==> config.mk <==
export PLATFORM = sky130hd
export DESIGN_NAME = frame_mixer
export DESIGN_NICKNAME = d
export VERILOG_FILES = /design/src/rtl/frame_mixer.sv
export SDC_FILE = /design/constraint.sdc
export NUM_CORES = 1
export LEC_CHECK = 0
export CORE_MARGIN = 8
export CORE_UTILIZATION = 49
export CTS_CLUSTER_DIAMETER = 30
export DETAILED_ROUTE_END_ITERATION = 10
export PLACE_DENSITY = 0.81
export SETUP_SLACK_MARGIN = 0.4
export SKIP_LAST_GASP = 1
export SLEW_MARGIN = 5
export SYNTH_ARGS = -nofsm -noshare
export SYNTH_HDL_FRONTEND = slang
export SYNTH_SLANG_ARGS = --single-unit
==> constraint.sdc <==
create_clock -name sys_clk -period 4.53 [get_ports sys_clk]
set_input_delay 0.906 -clock sys_clk [delete_from_list [all_inputs] [get_ports sys_clk]]
set_output_delay 0.906 -clock sys_clk [all_outputs]
set_load 0.01 [all_outputs]
==> src/rtl/frame_mixer.sv <==
// Round-robin frame mixer: merges frames from NPORTS first-word-fall-through FIFOs into one output FIFO,
// never interleaving frames, with optional high-priority ports and an in-frame stall timeout.
module frame_mixer #(
  parameter int                NPORTS     = 6,
  parameter int                DW         = 9,
  parameter logic [NPORTS-1:0] HIPRI_MASK = '0,
  parameter int                TIMEOUT    = 1024
) (
  input  logic                 sys_clk,
  input  logic                 sys_rst,
  input  logic [NPORTS*DW-1:0] in_dout,
  input  logic [NPORTS-1:0]    in_empty,
  output logic [NPORTS-1:0]    in_rd_en,
  output logic [DW-1:0]        out_din,
  input  logic                 out_full,
  output logic                 out_wr_en,
  output logic [NPORTS-1:0]    cur_grant,
  output logic                 err_timeout
);

  localparam int IW = $clog2(NPORTS);
  localparam int SW = (TIMEOUT > 0) ? $clog2(TIMEOUT + 1) : 1;
  localparam logic [SW-1:0] STALL_LIMIT = SW'(TIMEOUT);
  localparam logic [IW-1:0] LAST_PORT   = IW'(NPORTS - 1);

  typedef enum logic {IDLE, XFER} state_t;

  state_t            state, state_next;
  logic [IW-1:0]     grant_idx, last_idx, pick_idx, cand;
  logic              pick_valid;
  logic              seen_data;
  logic [SW-1:0]     stall_cnt;
  logic [DW-1:0]     words [NPORTS];
  logic [DW-1:0]     cur_word;
  logic [NPORTS-1:0] hi_req, lo_req, sel_req;
  logic              cur_empty, timeout_hit, abort, pop, terminator, drop;

  for (genvar p = 0; p < NPORTS; p++) begin : g_unpack
    assign words[p] = in_dout[p*DW +: DW];
  end

  assign cur_word  = words[grant_idx];
  assign cur_empty = in_empty[grant_idx];

  // High-priority requesters hide all others; search begins just after the last served port.
  always_comb begin
    hi_req     = ~in_empty & HIPRI_MASK;
    lo_req     = ~in_empty & ~HIPRI_MASK;
    sel_req    = (|hi_req) ? hi_req : lo_req;
    pick_valid = 1'b0;
    pick_idx   = '0;
    cand       = '0;
    for (int i = 1; i <= NPORTS; i++) begin
      cand = IW'((int'(last_idx) + i) % NPORTS);
      if (!pick_valid && sel_req[cand]) begin
        pick_valid = 1'b1;
        pick_idx   = cand;
      end
    end
  end

  always_comb begin
    timeout_hit = (TIMEOUT != 0) && seen_data && (stall_cnt >= STALL_LIMIT);
    abort       = (state == XFER) && timeout_hit && !out_full;
    pop         = (state == XFER) && !cur_empty && !out_full && !abort;
    terminator  = pop && !cur_word[DW-1] && seen_data;
    drop        = (state == XFER) && cur_empty && !out_full && !seen_data;
    state_next  = state;
    in_rd_en    = '0;
    case (state)
      IDLE: if (pick_valid) state_next = XFER;
      XFER: if (abort || terminator || drop) state_next = IDLE;
      default: state_next = IDLE;
    endcase
    if (pop && !sys_rst) in_rd_en[grant_idx] = 1'b1;
  end

  always_ff @(posedge sys_clk) begin
    if (sys_rst) state <= IDLE;
    else         state <= state_next;
  end

  always_ff @(posedge sys_clk) begin
    if (sys_rst) begin
      out_din     <= '0;
      out_wr_en   <= 1'b0;
      err_timeout <= 1'b0;
      cur_grant   <= '0;
      grant_idx   <= '0;
      last_idx    <= LAST_PORT;
      seen_data   <= 1'b0;
      stall_cnt   <= '0;
    end else begin
      out_wr_en   <= 1'b0;
      err_timeout <= 1'b0;
      if (state == IDLE) begin
        if (pick_valid) begin
          grant_idx <= pick_idx;
          cur_grant <= NPORTS'(1) << pick_idx;
          seen_data <= 1'b0;
          stall_cnt <= '0;
        end
      end else if (abort) begin
        out_din     <= '0;
        out_wr_en   <= 1'b1;
        err_timeout <= 1'b1;
        cur_grant   <= '0;
        last_idx    <= grant_idx;
        seen_data   <= 1'b0;
        stall_cnt   <= '0;
      end else if (pop) begin
        out_din   <= cur_word;
        out_wr_en <= 1'b1;
        stall_cnt <= '0;
        if (cur_word[DW-1]) begin
          seen_data <= 1'b1;
        end else if (seen_data) begin
          cur_grant <= '0;
          last_idx  <= grant_idx;
          seen_data <= 1'b0;
        end
      end else if (drop) begin
        cur_grant <= '0;
      end else if (seen_data && !out_full && stall_cnt != '1) begin
        // Full output stalls are back-pressure, not a silent source, so they do not count.
        stall_cnt <= stall_cnt + SW'(1);
      end
    end
  end

endmodule

# After elaboration in Yosys (flattened, before gate mapping)
# Cells that the tools add are included.
# Widths: inputs -> output; s select.
[classes]
n_addsub = 7
multipliers = 0
div = 6
n_lt_le_gt_ge = 10
eq_ne = 8
shifts = 1
n_mux = 62
bitwise_logic = 3
reduce_logical = 43
[ops]
columns = ["op", "n"]
rows = [
  ["$mod 32x4->32 const B", 6],
  ["$mux 11", 6],
  ["$mux 6", 8],
  ["$mux 9", 4],
  ["$mux 3", 10],
  ["$lt 3x4->1 const B", 7],
  ["$bmux 9 s3", 1],
  ["$mux 1", 24],
  ["$bmux 1 s3", 7],
  ["$logic_and 1x1->1", 20],
  ["$add 3x3->4 const B", 3],
  ["$ne 4x4->1 const B", 3],
  ["$add 11x1->11 const B", 1],
  ["$ge 11x11->1 const B", 1],
  ["$logic_not 1->1", 11],
  ["$ne 11x11->1 const B", 1],
  ["$add 3x2->4 const B", 2],
  ["$ne 4x1->1 const B", 2],
  ["$reduce_and 4->1", 2],
  ["$not 6->6", 1],
  ["$reduce_and 2->1", 3],
  ["$reduce_bool 2->1", 3],
  ["$shl 1x3->6 const A", 1],
  ["$add 3x1->4 const B", 1],
  ["11 further kinds", 12],
]
[word_totals]
ff_bits = 36
latch_bits = 0
ram_bits = 0
mem_bits_ro = 0
in_bits = 63
output_inout_bits = 23
word_cells = 149
mem_count = 0

# Longest topological paths before layout
# Gate-level depths: netlist of the first run.
[depth]
ltp_word = 23
ltp_mapped = 16
depth_no_buf = 14

# Worst setup path after synthesis of the first run
# Ideal clock, no wire load.
[synth_timing]
path_type = "reg2reg"
startpoint = "reg last_idx[1]"
endpoint = "reg cur_grant[0]"
setup_ns = 0.069
t_arrival_ns = 3.940
required_time_ns = 4.461
setup_slack_ns = 0.521
path_stages_with_launch = 16
n_path_buf = 1
period_less_slack_ns = 4.009
path_cell_list = "dfxtp_1 -> inv_1 -> ha_1 -> a21oi_4 -> inv_1 -> ha_1 -> nor2b_1 -> nand3_1 -> a21oi_1 -> o41ai_2 -> or4_1 -> buf_6 -> nor4_4 -> a21oi_2 -> or4_1 -> o21ai_1"
[synth_via]
elab_chain_len = 23
word_cells_on_any_way = 51
cone_classes = "6 x add/sub; 6 x div; 1 x shift; 26 x mux; 12 x reduce/logical"
[synth_rtl]
columns = ["item", "line_no", "source"]
rows = [
  ["start: declaration", "29", "logic [IW-1:0] grant_idx, last_idx, pick_idx, cand;"],
  ["start signal: assignment", "108", "last_idx <= grant_idx;"],
  ["start signal: assignment", "119", "last_idx <= grant_idx;"],
  ["$add 3x1->4", "54", "cand = IW'((int'(last_idx) + i) % NPORTS);"],
  ["$mod 32x4->32", "54", ""],
  ["$bmux 1 s3", "55", "if (!pick_valid && sel_req[cand]) begin"],
  ["$mux 1 (not written as such)", "55", ""],
  ["$mux 1", "55", ""],
  ["$logic_not 1->1", "55", ""],
  ["$logic_and 1x1->1", "55", ""],
  ["$mux 1", "55", ""],
  ["(+7 left out)", "--", ""],
  ["$logic_and 1x1->1", "55", ""],
  ["$mux 1", "55", ""],
  ["$logic_not 1->1", "55", ""],
  ["$logic_and 1x1->1", "55", ""],
  ["$mux 3", "55", ""],
  ["$shl 1x3->6", "99", "cur_grant <= NPORTS'(1) << pick_idx;"],
  ["$mux 6", "97", "if (pick_valid) begin"],
  ["$mux 6", "96", "if (state == IDLE) begin"],
  ["end signal: assignment", "99", ""],
  ["end: declaration", "17", "output logic [NPORTS-1:0] cur_grant,"],
]
# Parallel ways exist; a longest one is shown, timed or not. The select of a mux whose other input is x is not followed.
# A chain may end at the register's enable or synchronous reset.

# Worst setup path after layout of the first run
[layout_timing]
startpoint = "in in_empty[1]"
endpoint = "out in_rd_en[3]"
[layout_via]
elab_chain_len = 8
[layout_rtl]
columns = ["item", "line_no", "source"]
rows = [
  ["start: declaration", "12", "input logic [NPORTS-1:0] in_empty,"],
  ["$bmux 1 s3", "43", "assign cur_empty = in_empty[grant_idx];"],
  ["$mux 1 (not written as such)", "43", ""],
  ["$logic_not 1->1", "65", "pop = (state == XFER) && !cur_empty && !out_full && !abort;"],
  ["$logic_and 1x1->1 (3 in series)", "65", ""],
  ["$logic_and 1x1->1", "75", "if (pop && !sys_rst) in_rd_en[grant_idx] = 1'b1;"],
  ["$mux 6", "75", ""],
  ["end: declaration", "13", "output logic [NPORTS-1:0] in_rd_en,"],
]
# Every way passes these cells. The select of a mux whose other input is x is not followed.

==> flow_metrics.env, run 1 <==
export IMPL_status="completed"
export IMPL_finalNetCount=541
export IMPL_via_count=3274
export IMPL_synth_edff_count=0
export IMPL_critPathArrivalTime_ns=3.15
export IMPL_drive_gt1_share_pct=15.1
export IMPL_rsz0062_at_grt="false"
export IMPL_slowest_delay_ns=0.57
export IMPL_p_per_area_mw_per_mm2=207
export IMPL_drt_pass1_iter_count=5
export IMPL_die_h_um=95.5
export IMPL_numCtsBuffers=5
export IMPL_synth_warnings=0
export IMPL_whs_ns=0.464
export IMPL_root_buffer="clkbuf_8"
export IMPL_fin_ws_ns=0.473
export IMPL_startpoint_type="input pin"
export IMPL_rows=29
export IMPL_num_fill_cells=499
export IMPL_rr_startpoint="last_idx[1]$_SDFFE_PP0P_"
export IMPL_cp_common_cell="clkdlybuf4s50_1"
export IMPL_synthCells=376
export IMPL_grt_usage_pct=20.4
export IMPL_crit_chain="clkdlybuf4s50_1 -> mux4_2 -> mux2i_1 -> and3_4 -> and2_1 -> and3_1 -> clkdlybuf4s50_1"
export IMPL_syn2layout_area_growth_pct=37.0
export IMPL_antenna_left=0
export IMPL_cts_hold_buffers=0
export IMPL_clock_power_share_pct=33.4
export IMPL_tightest_slew_ns=0.653
export IMPL_grt_pass1_vias=3047
export IMPL_overflow=0
export IMPL_grt_start_max_net_pins=31
export IMPL_core_area_sq_mm=0.00624
export IMPL_slew_limit_headroom_pct=55.8
export IMPL_drt_iter0_markers=234
export IMPL_p_int_w=0.000626
export IMPL_drc=0
export IMPL_hold_class="reg -> reg"
export IMPL_via_per_inst=6.05
export IMPL_multi_input_area_sq_mm=0.00228
export IMPL_power_w=0.000878
export IMPL_cts_tree="built"
export IMPL_maxSlewViolCount=0
export IMPL_dpl_hpwl_um=7330
export IMPL_avgRoutedWirePerCell_um=18.0
export IMPL_switching_share_pct=28.7
export IMPL_finalHoldViolCount=0
export IMPL_dieArea_sq_mm=0.00913
export IMPL_worstSetupPathType="in -> out"
export IMPL_clockBufferDepth=2
export IMPL_synthFlopType="dfxtp_1"
export IMPL_pwr_share_comb_pct=28.3
export IMPL_syn_area_per_cell_sq_um=8.24
export IMPL_clk_pin_slew_ns=0.08
export IMPL_fin_tns_setup_ns=0
export IMPL_peakVddDrop_mv=0.200
export IMPL_skew_ns=0.00848
export IMPL_fin_util_pct=68.0
export IMPL_cts_sinks=36
export IMPL_synth_area_sq_mm=0.00310
export IMPL_antenna_cells=0
export IMPL_fmax_mhz=246
export IMPL_cp_max_fo=4
export IMPL_io_pins=86
export IMPL_gp_congestion=0.859
export IMPL_portBuffers=85
export IMPL_slowest_stage="clkdlybuf4s50_1"
export IMPL_ys_async_sr_fraction_pct=0
export IMPL_end_kind="primary output"
export IMPL_min_period_ns=4.06
export IMPL_ys_ff_latch=36
export IMPL_htreeDepth=2
export IMPL_crit_path_start="in_empty[1]"
export IMPL_synth_seq_area_share_pct=23.3
export IMPL_die_w_um=95.5
export IMPL_clk_latency_ns=0.29
export IMPL_seq_power_share_pct=38.3
export IMPL_drt_wl_total_um=9740
export IMPL_leakagePower_nw=1.65
export IMPL_grt_antenna_before_repair=0
export IMPL_grt_pass1_wl_um=15100
export IMPL_cp_required_ns=3.62
export IMPL_syn_nets=454
export IMPL_dp_slack_ns=0.234
export IMPL_synthDistinctLibCells=65
export IMPL_fin_crit_sh_pct=89.6
export IMPL_p_sw_w=0.000252
export IMPL_setup_viol=0
export IMPL_seqCellArea_sq_um=726
export IMPL_worstHoldStart="cur_grant[0]$_SDFFE_PP0P_"
export IMPL_initial_core_util_pct=49.7
export IMPL_maxCapViolCount=0
-- metal layers --
metal | up-vias | wire length (um) | GRT usage, %
li1 | 1586 | - | -
met2 | 157 | 4300 | 33.1
met1 | 1516 | 4270 | 26.2
met5 | - | 0 | 0
met4 | 0 | 148 | 4.99
met3 | 15 | 1020 | 5.43
-- cells in the mapped netlist, drive strengths merged (5+ instances only) --
master,number,share of area (%)
nand2,37,4.6
dfxtp,36,23
nor2,30,3.6
a21oi,20,3.7
mux2i,17,5.5
clkbuf,16,1.9
nand3,16,2.6
o21ai,16,2.6
ha,15,6.1
mux2,14,5.1
inv,10,1.3
and3,8,1.6
nand2b,8,1.6
a31oi,7,1.4
nor4,7,1.9
o211ai,7,1.7
xnor2,7,2.0
a22oi,6,1.5
nor3,6,0.97
a211oi,5,1.2
a221o,5,1.6
a22o,5,1.4
a32o,5,1.6
buf,5,1.5
nor2b,5,1.0
o21a,5,1.2
-- power by group through the flow --
stage	sequential, W	combinational, W	clock (W)
2_1_floorplan	0.000344	0.000131	0
3_3_place_gp	0.000344	0.000237	0
3_5_place_dp	0.000344	0.000240	0
4_1_cts	0.000337	0.000243	0.000296
5_1_grt	0.000338	0.000268	0.000308
6_report	0.000336	0.000248	0.000294
-- registers in the layout, summed over array words and instances (netlist names) --
name         cells
stall_cnt       11
out_din          9
cur_grant        6
grant_idx        3
last_idx         3
err_timeout      1
out_wr_en        1
seen_data        1
state            1
-- area by class of cell --
cell class                 count  share of cell area [%]
clock buffer                   5                    1.62
clock inverter                 3                    1.09
inverter                      13                    1.21
multi-input combinational    306                    53.6
sequential                    36                    17.1
tap                           77                    2.27
timing repair buffer         101                    23.1
-- metrics by stage --
step	cells	cell area [sq um]
after detailed placement	530	4040
after floorplan	376	3100
after global routing	541	4250
after CTS	538	4170
after global placement	530	4040
final	541	4250
-- layout by cell type, fill, tap and decap left out, types with 6 or more instances in the layout --
master           count
a21oi_1             18
a22oi_1              6
a31oi_1              7
and3_1               7
buf_4               16
clkdlybuf4s50_1     79
dfxtp_1             34
ha_1                12
inv_1                9
mux2_2              14
mux2i_1             17
nand2_1             35
nand2b_1             8
nand3_1             16
nor2_1              29
nor3_1               6
o211ai_1             7
o21ai_0             14
xnor2_1              7
-- kinds of logic after synthesis --
| logic type | count (synthesis) | share of synthesized area [%] |
|---|---|---|
| flops | 36 | 23.3 |
| buf+inv | 34 | 5.05 |
| compound gates | 112 | 27.2 |
| simple gates | 136 | 22.3 |
| mux | 34 | 12.8 |
| xor+xnor | 9 | 3.39 |
| fa+ha+maj | 15 | 6.06 |
-- final timing paths --
path | depth (start not counted) | slack [ns] | endpoint
worst max-delay path | 7 | 0.47 | in_rd_en[3]
worst min register to register | 2 | 0.46 | cur_grant[0]$_SDFFE_PP0P_
worst min-delay path | 2 | 0.46 | cur_grant[0]$_SDFFE_PP0P_
worst max register to register | 16 | 0.60 | cur_grant[3]$_SDFFE_PP0P_
-- worst max-delay path: cells and delay by family --
kind / cells / cell delay, ns
buffers and inverters: 2 / 1.04
multiplexers: 2 / 0.68
AND/OR/NAND/NOR: 3 / 0.53
-- repair_timing --
item,in CTS,in global routing
setup buffers,0,3
gates resized for setup,7,16
endpoints found under the setup margin,21,26
pin swaps,0,2
Power figures use the tool's default switching activity.
==> run 2: changes to the inputs <==
SKIP_LAST_GASP = not set   (was 1)
==> results of run 2 <==
No change in the layout: final DEF, timing and power equal those of run 1.
